<file path="src/rtl/ps2_host_tx.sv">
// PS/2 host-to-device command transmitter: inhibit, request-to-send, 11-clock frame, ACK check.
// Optional PS2_TX_RETRY_EN: retries a failed frame twice before reporting tx_err.
module ps2_host_tx #(
  parameter int CLK_FREQ_HZ = 50000000,
  parameter int INHIBIT_US  = 120,
  parameter int TIMEOUT_US  = 15000
) (
  input  logic       clk,
  input  logic       clrn,
  input  logic [7:0] tx_data,
  input  logic       tx_valid,
  output logic       tx_ready,
  output logic       tx_done,
  output logic       tx_err,
  input  logic       ps2_clk_in,
  input  logic       ps2_data_in,
  output logic       ps2_clk_oe,
  output logic       ps2_data_oe,
  output logic       busy
`ifdef PS2_TX_RETRY_EN
  ,
  output logic [1:0] retry_cnt
`endif
);

  localparam int INHIBIT_CYC = CLK_FREQ_HZ / 1000000 * INHIBIT_US;
  localparam int TIMEOUT_CYC = CLK_FREQ_HZ / 1000000 * TIMEOUT_US;
  localparam int INH_W       = $clog2(INHIBIT_CYC);
  localparam int WD_W        = $clog2(TIMEOUT_CYC);

  localparam logic [2:0] S_IDLE      = 3'd0;
  localparam logic [2:0] S_INHIBIT   = 3'd1;
  localparam logic [2:0] S_REQ       = 3'd2;
  localparam logic [2:0] S_SHIFT     = 3'd3;
  localparam logic [2:0] S_ACK       = 3'd4;
  localparam logic [2:0] S_WAIT_IDLE = 3'd5;

  logic [2:0]       state_q, state_d;
  logic [10:0]      frame_q, frame_d;
  logic [3:0]       bit_q, bit_d;
  logic [INH_W-1:0] inh_q, inh_d;
  logic [WD_W-1:0]  wd_q, wd_d;
  logic             clk_oe_q, clk_oe_d;
  logic             data_oe_q, data_oe_d;
  logic             done_q, done_d;
  logic             err_q, err_d;
  logic [2:0]       clk_sync_q;
  logic [1:0]       data_sync_q;
  logic             fall, clk_s, data_s, fail;
  logic [3:0]       nxt_bit;
`ifdef PS2_TX_RETRY_EN
  logic [1:0]       retry_q, retry_d;
`endif

  // Sync flops reset high (idle bus) so reset release never fakes a falling edge.
  always_ff @(posedge clk or negedge clrn) begin
    if (!clrn) begin
      clk_sync_q  <= 3'b111;
      data_sync_q <= 2'b11;
    end else begin
      clk_sync_q  <= {clk_sync_q[1:0], ps2_clk_in};
      data_sync_q <= {data_sync_q[0], ps2_data_in};
    end
  end

  assign clk_s   = clk_sync_q[1];
  assign data_s  = data_sync_q[1];
  assign fall    = clk_sync_q[2] & ~clk_sync_q[1];
  assign nxt_bit = bit_q + 4'd1;

  always_comb begin
    state_d   = state_q;
    frame_d   = frame_q;
    bit_d     = bit_q;
    inh_d     = inh_q;
    wd_d      = wd_q;
    clk_oe_d  = clk_oe_q;
    data_oe_d = data_oe_q;
    done_d    = 1'b0;
    err_d     = 1'b0;
    fail      = 1'b0;
`ifdef PS2_TX_RETRY_EN
    retry_d   = retry_q;
`endif
    case (state_q)
      S_IDLE: begin
        if (tx_valid) begin
          frame_d   = {1'b1, ~^tx_data, tx_data, 1'b0};
          inh_d     = '0;
          clk_oe_d  = 1'b1;
          data_oe_d = 1'b0;
          state_d   = S_INHIBIT;
`ifdef PS2_TX_RETRY_EN
          retry_d   = 2'd0;
`endif
        end
      end
      S_INHIBIT: begin
        inh_d = inh_q + INH_W'(1);
        if (inh_q == INH_W'(INHIBIT_CYC - 2)) data_oe_d = 1'b1;
        if (inh_q == INH_W'(INHIBIT_CYC - 1)) begin
          clk_oe_d  = 1'b0;
          data_oe_d = 1'b1;
          bit_d     = 4'd0;
          wd_d      = '0;
          state_d   = S_REQ;
        end
      end
      S_REQ: begin
        if (fall) begin
          data_oe_d = ~frame_q[1];
          bit_d     = 4'd1;
          state_d   = S_SHIFT;
        end
      end
      S_SHIFT: begin
        if (fall) begin
          bit_d = nxt_bit;
          if (bit_q == 4'd9) begin
            data_oe_d = 1'b0;
            state_d   = S_ACK;
          end else begin
            data_oe_d = ~frame_q[nxt_bit];
          end
        end
      end
      S_ACK: begin
        if (fall) begin
          if (!data_s) state_d = S_WAIT_IDLE;
          else         fail    = 1'b1;
        end
      end
      S_WAIT_IDLE: begin
        if (clk_s && data_s) begin
          done_d  = 1'b1;
          state_d = S_IDLE;
        end
      end
      default: state_d = S_IDLE;
    endcase

    // Watchdog restarts on every device clock edge; a stalled device aborts the frame.
    if (state_q == S_REQ || state_q == S_SHIFT || state_q == S_ACK || state_q == S_WAIT_IDLE) begin
      if (fall)                                 wd_d = '0;
      else if (wd_q == WD_W'(TIMEOUT_CYC - 1)) fail = 1'b1;
      else                                      wd_d = wd_q + WD_W'(1);
    end

    if (fail) begin
      done_d    = 1'b0;
      clk_oe_d  = 1'b0;
      data_oe_d = 1'b0;
      state_d   = S_IDLE;
`ifdef PS2_TX_RETRY_EN
      if (retry_q != 2'd2) begin
        retry_d  = retry_q + 2'd1;
        inh_d    = '0;
        clk_oe_d = 1'b1;
        state_d  = S_INHIBIT;
      end else begin
        err_d = 1'b1;
      end
`else
      err_d = 1'b1;
`endif
    end
  end

  always_ff @(posedge clk or negedge clrn) begin
    if (!clrn) begin
      state_q   <= S_IDLE;
      frame_q   <= '0;
      bit_q     <= '0;
      inh_q     <= '0;
      wd_q      <= '0;
      clk_oe_q  <= 1'b0;
      data_oe_q <= 1'b0;
      done_q    <= 1'b0;
      err_q     <= 1'b0;
`ifdef PS2_TX_RETRY_EN
      retry_q   <= 2'd0;
`endif
    end else begin
      state_q   <= state_d;
      frame_q   <= frame_d;
      bit_q     <= bit_d;
      inh_q     <= inh_d;
      wd_q      <= wd_d;
      clk_oe_q  <= clk_oe_d;
      data_oe_q <= data_oe_d;
      done_q    <= done_d;
      err_q     <= err_d;
`ifdef PS2_TX_RETRY_EN
      retry_q   <= retry_d;
`endif
    end
  end

  assign tx_ready    = (state_q == S_IDLE);
  assign busy        = ~tx_ready;
  assign tx_done     = done_q;
  assign tx_err      = err_q;
  assign ps2_clk_oe  = clk_oe_q;
  assign ps2_data_oe = data_oe_q;
`ifdef PS2_TX_RETRY_EN
  assign retry_cnt   = retry_q;
`endif

endmodule

</file>
<file path="config.mk">
export PLATFORM = sky130hd
export DESIGN_NAME = ps2_host_tx
export DESIGN_NICKNAME = d
export VERILOG_FILES = /design/src/rtl/ps2_host_tx.sv
export SDC_FILE = /design/constraint.sdc
export NUM_CORES = 1
export LEC_CHECK = 0
export BUFFER_PORTS_ARGS = -buffer_cell sky130_fd_sc_hd__buf_2
export CAP_MARGIN = 20
export CELL_PAD_IN_SITES_DETAIL_PLACEMENT = 1
export CELL_PAD_IN_SITES_GLOBAL_PLACEMENT = 1
export CORE_UTILIZATION = 45
export CTS_CLUSTER_DIAMETER = 150
export DETAILED_ROUTE_END_ITERATION = 16
export PLACE_DENSITY = 0.75
export SYNTH_ARGS = -nofsm -noshare
export SYNTH_HDL_FRONTEND = slang
export SYNTH_SLANG_ARGS = --single-unit
</file>
<file path="constraint.sdc">
create_clock -name clk -period 3.3 [get_ports clk]
set_input_delay 0.33 -clock clk [delete_from_list [all_inputs] [get_ports clk]]
set_output_delay 0.33 -clock clk [all_outputs]
set_load 0.01 [all_outputs]
</file>
Yosys cells after proc, flatten, opt, wreduce, memory -nomap -nowiden
Index checks and enable logic that the tools add are counted.

cells by class
  add/subtract/negate cells = 3
  multipliers = 0
  divide/modulo/power cells = 0
  magnitude comparators = 1
  equality and inequality tests = 22
  shift operators = 0
  mux-type cells = 45
  bitwise operators = 5
  reduce and logical (&&, ||, !) cells = 16

operator list
  kind                                                                   count
  20-bit 2-to-1 mux                                                      5
  3-bit 2-to-1 mux                                                       9
  13-bit == test (second input constant)                                 2
  13-bit one-hot mux with 2 select lines                                 1
  1-bit 2-to-1 mux                                                       21
  3-bit != test (second input constant)                                  7
  20-bit by 1-bit adder with 20-bit output (second input constant)       1
  20-bit == test (second input constant)                                 1
  3-bit one-hot mux with 6 select lines                                  1
  13-bit by 1-bit adder with 13-bit output (second input constant)       1
  13-bit 2-to-1 mux                                                      1
  4-bit 2-to-1 mux                                                       3
  4-bit one-hot mux with 3 select lines                                  1
  2-bit != test (second input constant)                                  4
  8-bit AND reduction                                                    1
  8-bit XNOR reduction                                                   1
  3-bit by 2-bit == test with 1-bit output (second input constant)       2
  3-bit == test (second input constant)                                  2
  3-bit nonzero test                                                     2
  4-bit by 5-bit < comparator with 1-bit output (second input constant)  1
  5-bit AND reduction                                                    1
  5-bit nonzero test                                                     1
  4-bit by 1-bit adder with 4-bit output (second input constant)         1
  1-bit binary-select mux with 4-bit select                              1
  other kinds (15)                                                       21

word-level totals
  flip-flop bits (word level) = 59
  latch bits = 0
  bits in writable memories = 0
  ROM bits = 0
  bits of input ports = 13
  output and inout bits = 6
  logic and storage cells = 103
  memories kept = 0

Depth between registers and ports, before layout
Gate-level depths: netlist of the first run.

  word-level depth = 9
  mapped depth = 8
  depth with buffers taken out = 7

Worst setup path after synthesis of the first run
No wires, ideal clock.

  path kind = register -> register
  start point = reg state_q[1]
  end point = reg wd_q[14]
  library setup time = 0.121 ns
  data arrival time = 2.290 ns
  data required time = 3.179 ns
  setup slack = 0.889 ns
  cell stages (with the launch flop) = 9
  path buffers = 3
  period minus slack after synthesis = 2.411 ns
  cell sequence = dfrtp_1 or3b_1 buf_2 or2_1 buf_2 or4_1 buf_2 a31o_1 a22o_1

on the way
  cells in the longest elaborated chain, start to end = 5
  elaborated cells between the ends (all ways) = 12
  classes of those cells = 5 x eq/ne; 4 x mux; 3 x reduce/logical

RTL lines
  element                                                                                                      RTL line  text
  start, declared                                                                                              38        logic [2:0] state_q, state_d;
  start signal, assigned                                                                                       184       state_q <= state_d;
  3-bit by 1-bit == test with 1-bit output / 3-bit by 2-bit == test with 1-bit output (equally long branches)  85, 143
  20-bit 2-to-1 mux / 1-bit logical OR (equally long branches)                                                 85, 143
  20-bit 2-to-1 mux / 1-bit logical OR (equally long branches)                                                 145, 143
  20-bit 2-to-1 mux / 1-bit logical OR (equally long branches)                                                 144, 143
  20-bit 2-to-1 mux (*)                                                                                        143       if (state_q == S_REQ || state_q == S_SHIFT || state_q == S_ACK || state_q == S_WAIT_IDLE) begin
  named net wd_d[14]                                                                                           42        logic [WD_W-1:0] wd_q, wd_d;
  end signal, assigned                                                                                         188       wd_q <= wd_d;
  end, declared                                                                                                42

Mark *: on every way through the listed nets, which the timed path passes. The rest lies on a longest branch.
A chain may end at the register's enable or synchronous reset.

Worst setup path after layout of the first run
  start point = reg state_q[1]
  end point = reg wd_q[17]

Same word-level chain as after synthesis.

==> results.md, run 1 <==
- Clk slew on worst S/H paths: 70 ps
- CTS tree: built
- Min-Delay Path Class: input pin to register
- Worst-Skew Late Latency: 350 ps
- CTS root buf: clkbuf_8
- Final Hold Vio Count: 0
- Syn. warnings: 0
- Worst path slowest cell: or4_1
- CTS Buffer Depth: 2
- Kind of critical path: register to register
- Core ar.: 0.00683 sq mm
- Critical Path Max Stage Delay: 700 ps
- Die Width: 86.3 microns
- Top FF cell, synth: dfrtp_1
- Worst reg-to-reg setup slack: 810 ps
- Post-CTS Resized: 0
- Worst-path cell chain: or3b_1 > or2_1 > or4_1 > a31o_1 > a21o_1
- Initial core utilization: 46.8%
- Vias per Instance: 5.78
- Fraction of registers with async set/reset: 100%
- Vias in the first global route: 2,723
- Normalized max-slew margin: 42.4%
- Data arrival time of the worst path: 2740 ps
- Total Routing Usage GR: 23.7%
- RSZ-0062 raised after global routing: false
- Final setup viols: 0
- Antenna diode count: 0
- Post-route minimum period: 2490 ps
- Synth Instances: 329
- Routed Antenna Nets: 0
- Syn Area/Cell: 9.71 sq um
- RD Place Congestion: 0.834
- Dpl hpwl: 5.65 mm
- Actual slew at the worst max-slew pin: 863 ps
- Post-placement cell count: 440
- FMAX: 402 MHz
- Most frequent cells in the layout: 54 x dfrtp_1, 26 x nand2_1, 22 x nand3_1, 22 x o21ai_0, 19 x a21oi_1
- Setup Skew: 10.8 ps
- Wire per inst: 17.3 microns
- Antenna violations before repair: 0
- Largest net degree at the start of global routing: 40
- First-pass GRT wire length: 13.4 mm
- Die area: 0.00744 sq mm
- Nets: 375
- Port bufs: 18
- CTS sink count: 59
- Max Slew Vio Count: 0
- Register bit total from synthesis: 59
- Seq/Total Area, Yosys: 46.4%
- Post-CTS Setup Bufs: 0
- Clock H-tree levels: 3
- TritonCTS Buffers: 9
- Crit path buffers/inverters: 0
- Syn nets: 348
- Pwr dens: 745 mW/mm^2
- Filler cell count in the final layout: 784
- LEAKAGE: 1.60 nW
- Drt initial violations: 101
- Drt pass-1 iters: 4
- Die H: 86.3 microns
- Critical Path End Type: register
- Total number of vias: 2,642
- Synthesized area: 0.00320 sq mm
- Max Cap Viol: 0
- Row count: 30
- Post-synth EDFFs: 0
- Post-Layout Cell Count: 457
- Worst EP required: 3550 ps
- VDD IR max: 0.000263 V
- Worst setup SP type: register
- Crit share post-route: 75.4%
- Pwr Total: 2.70 mW
- Cell family with most CP delay: simple AND/OR/NAND/NOR gates
- Drt drc: 0
- Total Routed Length: 7.89 mm
- CP max FO: 8
- Ports: 19
- Status: finished clean
- Setup TNS: 0 ps
- Hold buffer count at CTS: 1
- Share of layout cells above drive strength 1: 16.3%
- Yosys cell types: 57
- Leading cell type in the layout, fill and taps excluded: dfrtp_1
- Core Util, Final: 53.1%
- Overflow after GRT: 0
- Area grow syn2layout: 13.5%
cell families (layout without fill, tap and decap cells):
family | after synthesis | after routing | synth area share, %
xor gates and xnor gates | 11 | 11 | 3.01
buffers and inverters | 19 | 51 | 2.35
adders and majority gates | 6 | 6 | 2.35
and+or+nand+nor | 131 | 131 | 22.8
DFF | 59 | 59 | 46.4
muxes | 15 | 15 | 5.40
AOI/OAI and AO/OA | 88 | 88 | 17.7
area by class of cell:
cell class	count	area (sq um)	area share, %
Clock buffer	11	141	3.90
Clock inverter	5	52.6	1.45
Inverter	7	26.3	0.724
Multi-Input combinational cell	251	1640	45.1
Sequential cell	59	1480	40.9
Tap cell	96	120	3.31
Timing Repair Buffer	28	168	4.62
metal layers:
layer | GRT usage, % | part of all wire (%)
met2 | 36.9 | 47
met4 | 11.1 | 2.1
met1 | 32.9 | 49
met3 | 3.33 | 2.1
met5 | 0 | 0
through the flow:
stage          worst slack (ps)  hold slack, ps  instance area (sq um)
6_report                    811            71.1                   3630
3_5_place_dp                828             319                   3420
3_3_place_gp                886             314                   3420
5_1_grt                     726            63.2                   3630
2_1_floorplan               889            34.4                   3200
4_1_cts                     821            56.9                   3630
path summary, 6_finish.rpt:
kind / depth (start not counted) / to / start
worst max-delay path: 5 / wd_q[17]$_DFF_PN0_ / state_q[1]$_DFFE_PN0P_
worst min-delay path: 1 / clk_sync_q[0]$_DFF_PN1_ / ps2_clk_in
worst max register to register: 5 / wd_q[17]$_DFF_PN0_ / state_q[1]$_DFFE_PN0P_
worst min register to register: 0 / data_sync_q[1]$_DFF_PN1_ / data_sync_q[0]$_DFF_PN1_
max in group asynchronous: 3 / wd_q[11]$_DFF_PN0_ / clrn
min in group asynchronous: 2 / wd_q[14]$_DFF_PN0_ / clrn
synthesized netlist by cell type (5+ instances only):
| cell | n | share of area [%] |
|---|---|---|
| a21oi_1 | 19 | 3.0 |
| dfstp_2 | 5 | 4.1 |
| dfrtp_1 | 54 | 42 |
| nor2_1 | 12 | 1.4 |
| a31oi_1 | 9 | 1.8 |
| nand2_1 | 26 | 3.1 |
| o21ai_0 | 22 | 3.4 |
| and3_1 | 10 | 2.0 |
| clkbuf_1 | 8 | 0.94 |
| nor2b_1 | 6 | 1.2 |
| ha_1 | 6 | 2.3 |
| nand4_1 | 9 | 1.8 |
| xnor2_1 | 10 | 2.7 |
| nor3_1 | 9 | 1.4 |
| mux2_2 | 8 | 2.8 |
| nor4_1 | 5 | 0.98 |
| mux2i_1 | 6 | 1.9 |
| inv_1 | 7 | 0.82 |
| o21a_1 | 7 | 1.6 |
| nand3_1 | 22 | 3.4 |
power by group:
| part | switching (mW) | total [mW] | internal (mW) | leakage [nW] |
|---|---|---|---|---|
| Clock | 0.301 | 0.666 | 0.365 | 0.0991 |
| Combinational | 0.625 | 1.06 | 0.431 | 0.735 |
| Sequential | 0.119 | 0.980 | 0.861 | 0.764 |
state kept, by name, summed over array words and instances, names as in the netlist:
name / flops
inh_q: 13
tx_done: 1
tx_err: 1
clk_sync_q: 3
ps2_data_oe: 1
data_sync_q: 2
bit_q: 4
ps2_clk_oe: 1
state_q: 3
wd_q: 20
frame_q: 10
Note: power is estimated with default switching activity, not from simulation.
==> run 2, diff against run 1 <==
--- a/config.mk
+++ b/config.mk
@@ -5,6 +5,7 @@
 export SDC_FILE = /design/constraint.sdc
 export NUM_CORES = 1
 export LEC_CHECK = 0
+export ABC_AREA = 1
 export BUFFER_PORTS_ARGS = -buffer_cell sky130_fd_sc_hd__buf_2
 export CAP_MARGIN = 20
 export CELL_PAD_IN_SITES_DETAIL_PLACEMENT = 1
@@ -12,7 +13,7 @@
 export CORE_UTILIZATION = 45
 export CTS_CLUSTER_DIAMETER = 150
 export DETAILED_ROUTE_END_ITERATION = 16
-export PLACE_DENSITY = 0.75
+export PLACE_DENSITY = 0.78
 export SYNTH_ARGS = -nofsm -noshare
 export SYNTH_HDL_FRONTEND = slang
 export SYNTH_SLANG_ARGS = --single-unit
==> constraint.sdc (replaced) <==
create_clock -name clk -period 2.5 [get_ports clk]
set_input_delay 0.25 -clock clk [delete_from_list [all_inputs] [get_ports clk]]
set_output_delay 0.25 -clock clk [all_outputs]
set_load 0.01 [all_outputs]
==> run 2 against run 1 <==
Against the previous run: global-route usage rose by 0.16 points; die area rose by 9.5%; sequential share of layout area fell by 3.4 points; synthesized cell count rose by 39%; sequential cell count did not move; via count rose by 17%.
==> results.md, run 2 <==
- Final Hold Vio Count: 0 (unchanged)
- Core ar.: 0.00741 sq mm (+8.4%)
- Post-synth EDFFs: 0 (unchanged)
- Post-CTS Setup Bufs: 0 (unchanged)
- Min-Delay Path Class: input pin to register
- Port bufs: 18 (unchanged)
- Post-Layout Cell Count: 591 (+29%)
- Final setup viols: 0 (unchanged)
- Vias per Instance: 5.24 (-9.4%)
- Nets: 506 (+35%)
- RSZ-0062 raised after global routing: false
- CP max FO: 11 (+3)
- Final hold slack: 140 ps (+68.9 ps)
- Largest registers: wd_q: 20 flops, inh_q: 13 flops, frame_q: 10 flops
- Largest net degree at the start of global routing: 32 (-20%)
- Ports: 19 (unchanged)
- Worst path slowest cell: dfrtp_1
- Die H: 90.3 microns (+4.6%)
- Cell family with most CP delay: simple AND/OR/NAND/NOR gates
- Clock H-tree levels: 3 (unchanged)
- Compound-Gate Fraction of Synth Area: 11.7% (-5.9 points)
- Worst-Skew Late Latency: 350 ps (about the same)
- Crit share post-route: 87.1% (+12 points)
- Top FF cell, synth: dfrtp_1
- Routed Antenna Nets: 0 (unchanged)
- Synth Instances: 458 (+39%)
- Wire per inst: 15.1 microns (-13%)
- LEAKAGE: 1.86 nW (+16%)
- Worst setup SP type: register
- Worst EP required: 2780 ps (-770 ps)
- Pwr dens: 960 mW/mm^2 (+29%)
- Data arrival time of the worst path: 2450 ps (-290 ps)
- CTS Buffer Depth: 2 (unchanged)
- Register bit total from synthesis: 59 (unchanged)
- Storage element area: 0.00148 sq mm (unchanged)
- Critical Path End Type: register
- Dpl hpwl: 6.79 mm (+20%)
- Max Cap Viol: 0 (unchanged)
- Multi-input logic area: 0.00173 sq mm (+5.6%)
- Worst-path cell chain: inv_2 > ha_1 > nor2_2 > nand2_1 > inv_1 > o21ai_0 > a21boi_1
- Initial core utilization: 47.3% (+0.55 points)
- Most frequent cells in the layout: 116 x nand2_1, 60 x inv_1, 54 x dfrtp_1
- Row count: 31 (+3.3%)
- Syn. warnings: 0 (unchanged)
- Clk slew on worst S/H paths: 70 ps (about the same)
- Drt pass-1 iters: 4 (unchanged)
- Post-placement cell count: 572 (+30%)
- Vias in the first global route: 3,344 (+23%)
- Mux contribution to synthesized area: 0% (-5.4 points)
- TritonCTS Buffers: 9 (unchanged)
- Overflow after GRT: 0 (unchanged)
- Biggest register: wd_q
- Max reg flops: 20 (unchanged)
- Drt drc: 0 (unchanged)
- Syn nets: 477 (+37%)
- Antenna violations before repair: 0 (unchanged)
- Ranking of synthesized cells by area: dfrtp_1 39%, nand2_1 12%, inv_1 6.4%
- Normalized max-slew margin: 48.5% (+6.2 points)
- Post-route design area: 0.00396 sq mm (+9.2%)
- Leading area contributor after synthesis: dfrtp_1
- Total Routed Length: 8.91 mm (+13%)
- XOR/XNOR Fraction of Synth Area: 4.50% (+1.5 points)
- Simple-gate area share of the yosys netlist: 30.9% (+8.1 points)
- Antenna diode count: 0 (unchanged)
- Syn Area/Cell: 7.65 sq um (-21%)
- Post-synthesis adder-cell area fraction: 2.14% (-0.21 points)
- First-pass GRT wire length: 15.4 mm (+14%)
- Crit path buffers/inverters: 2 (+2)
- Drt initial violations: 118 (+17%)
- Fraction of registers with async set/reset: 100% (unchanged)
- Status: finished clean
- Seq/Total Area, Yosys: 42.3% (-4.1 points)
- Actual slew at the worst max-slew pin: 772 ps (-90.8 ps)
- Share of layout cells above drive strength 1: 16.3% (-0.083 points)
- Setup Skew: 9.38 ps (-1.47 ps)
- Core Util, Final: 53.5% (+0.37 points)
- Post-route minimum period: 2180 ps (-311 ps)
- CTS tree: built
- VDD IR max: 0.000407 V (+55%)
- Leading cell type in the layout, fill and taps excluded: nand2_1
- Filler cell count in the final layout: 950 (+21%)
- FMAX: 459 MHz (+14%)
- Yosys cell types: 40 (-30%)
- Kind of critical path: register to register
- CTS root buf: clkbuf_8
- Die area: 0.00815 sq mm (+9.5%)
- RD Place Congestion: 0.876 (+5.1%)
- Max Slew Vio Count: 0 (unchanged)
- Synthesized area: 0.00351 sq mm (+9.7%)
- CTS sink count: 59 (unchanged)
- Area grow syn2layout: 13.0%
- Largest family of logic cells by synthesized area: simple AND/OR/NAND/NOR gates
- Synth top area share: 38.5% (-3.7 points)
- Top post-synthesis cells by count: 116 x nand2_1, 60 x inv_1, 54 x dfrtp_1
- Die Width: 90.3 microns (+4.6%)
- Total number of vias: 3,096 (+17%)
- Critical Path Max Stage Delay: 480 ps (-220 ps)
- Setup TNS: 0 ps (unchanged)
- Placed instance area: 0.00372 sq mm (+8.7%)
- Cell with the most instances after synthesis: nand2_1
- Total Routing Usage GR: 23.9% (+0.16 points)
-- run 2: changes by cell type in the layout (fill, tap and decap cells not counted), sizes merged, moves of 7 or more --
cell / change
mux2: -8
and3: -10
xor2: +7
nor2: +30
inv: +63
o21ai: +17
nand2: +95
nand3: +11
nor3: +8
a31oi: -9
-- run 2: final cells by class --
type                            instances  area share (%)
Multi-Input combinational cell        323            43.6
Sequential cell                        59            37.4
Inverter                               70            6.63
Timing Repair Buffer                   24            3.92
Clock buffer                           11            3.32
Tap cell                               99            3.13
Clock inverter                          5            1.96
-- run 2: worst reg2reg max path, cell delays in order (launching register included) --
cell and delay, ps:
dfrtp_1 480, inv_2 80, ha_1 320, nor2_2 380
nand2_1 350, inv_1 240, o21ai_0 110, a21boi_1 140
-- run 2: routing by layer --
| metal | vias up | share of wire, % | GRT usage (%) |
|---|---|---|---|
| met1 | 1519 | 44 | 28.0 |
| li1 | 1528 | - | - |
| met4 | 0 | 2.4 | 10.9 |
| met5 | - | 0 | 0 |
| met3 | 18 | 1.8 | 3.28 |
| met2 | 31 | 51 | 43.1 |
-- run 2: path summary, 6_finish.rpt --
path / from / to / slack [ps] / cells past startpoint
worst min register to register: clk_sync_q[0]$_DFF_PN1_ / clk_sync_q[1]$_DFF_PN1_ / 360 / 0
min in group asynchronous: clrn / inh_q[9]$_DFFE_PN0P_ / 510 / 2
worst min-delay path: tx_data[2] / frame_q[3]$_DFFE_PN0P_ / 140 / 3
worst max register to register: state_q[2]$_DFFE_PN0P_ / wd_q[8]$_DFF_PN0_ / 320 / 7
worst max-delay path: state_q[2]$_DFFE_PN0P_ / wd_q[8]$_DFF_PN0_ / 320 / 7
max in group asynchronous: clrn / data_sync_q[1]$_DFF_PN1_ / 1290 / 3
-- run 2: timing repair --
action | 4_1_cts | 5_1_grt
hold endpoints to repair | 17 | 0
gates resized for setup | 0 | 0
hold buffers | 3 | 0
-- run 2: per-stage QoR --
step	setup slack [ps]	power [mW]
6_report	323	3.80
2_1_floorplan	761	2.43
3_5_place_dp	393	2.86
3_3_place_gp	472	2.79
4_1_cts	325	3.84
5_1_grt	180	4.08
-- run 2: where the power goes --
group	total (mW)	switching [mW]	internal [mW]
Sequential	1.33	0.179	1.15
Clock	0.966	0.407	0.559
Combinational	1.51	0.998	0.510
-- run 2: cell families (layout without fill, tap and decap cells) --
family	count (synthesis)	in the layout
adders and majority gates	6	6
buffers and inverters	76	110
xor gates and xnor gates	18	18
AOI/OAI and AO/OA	73	73
and+or+nand+nor	226	226
DFF	59	59
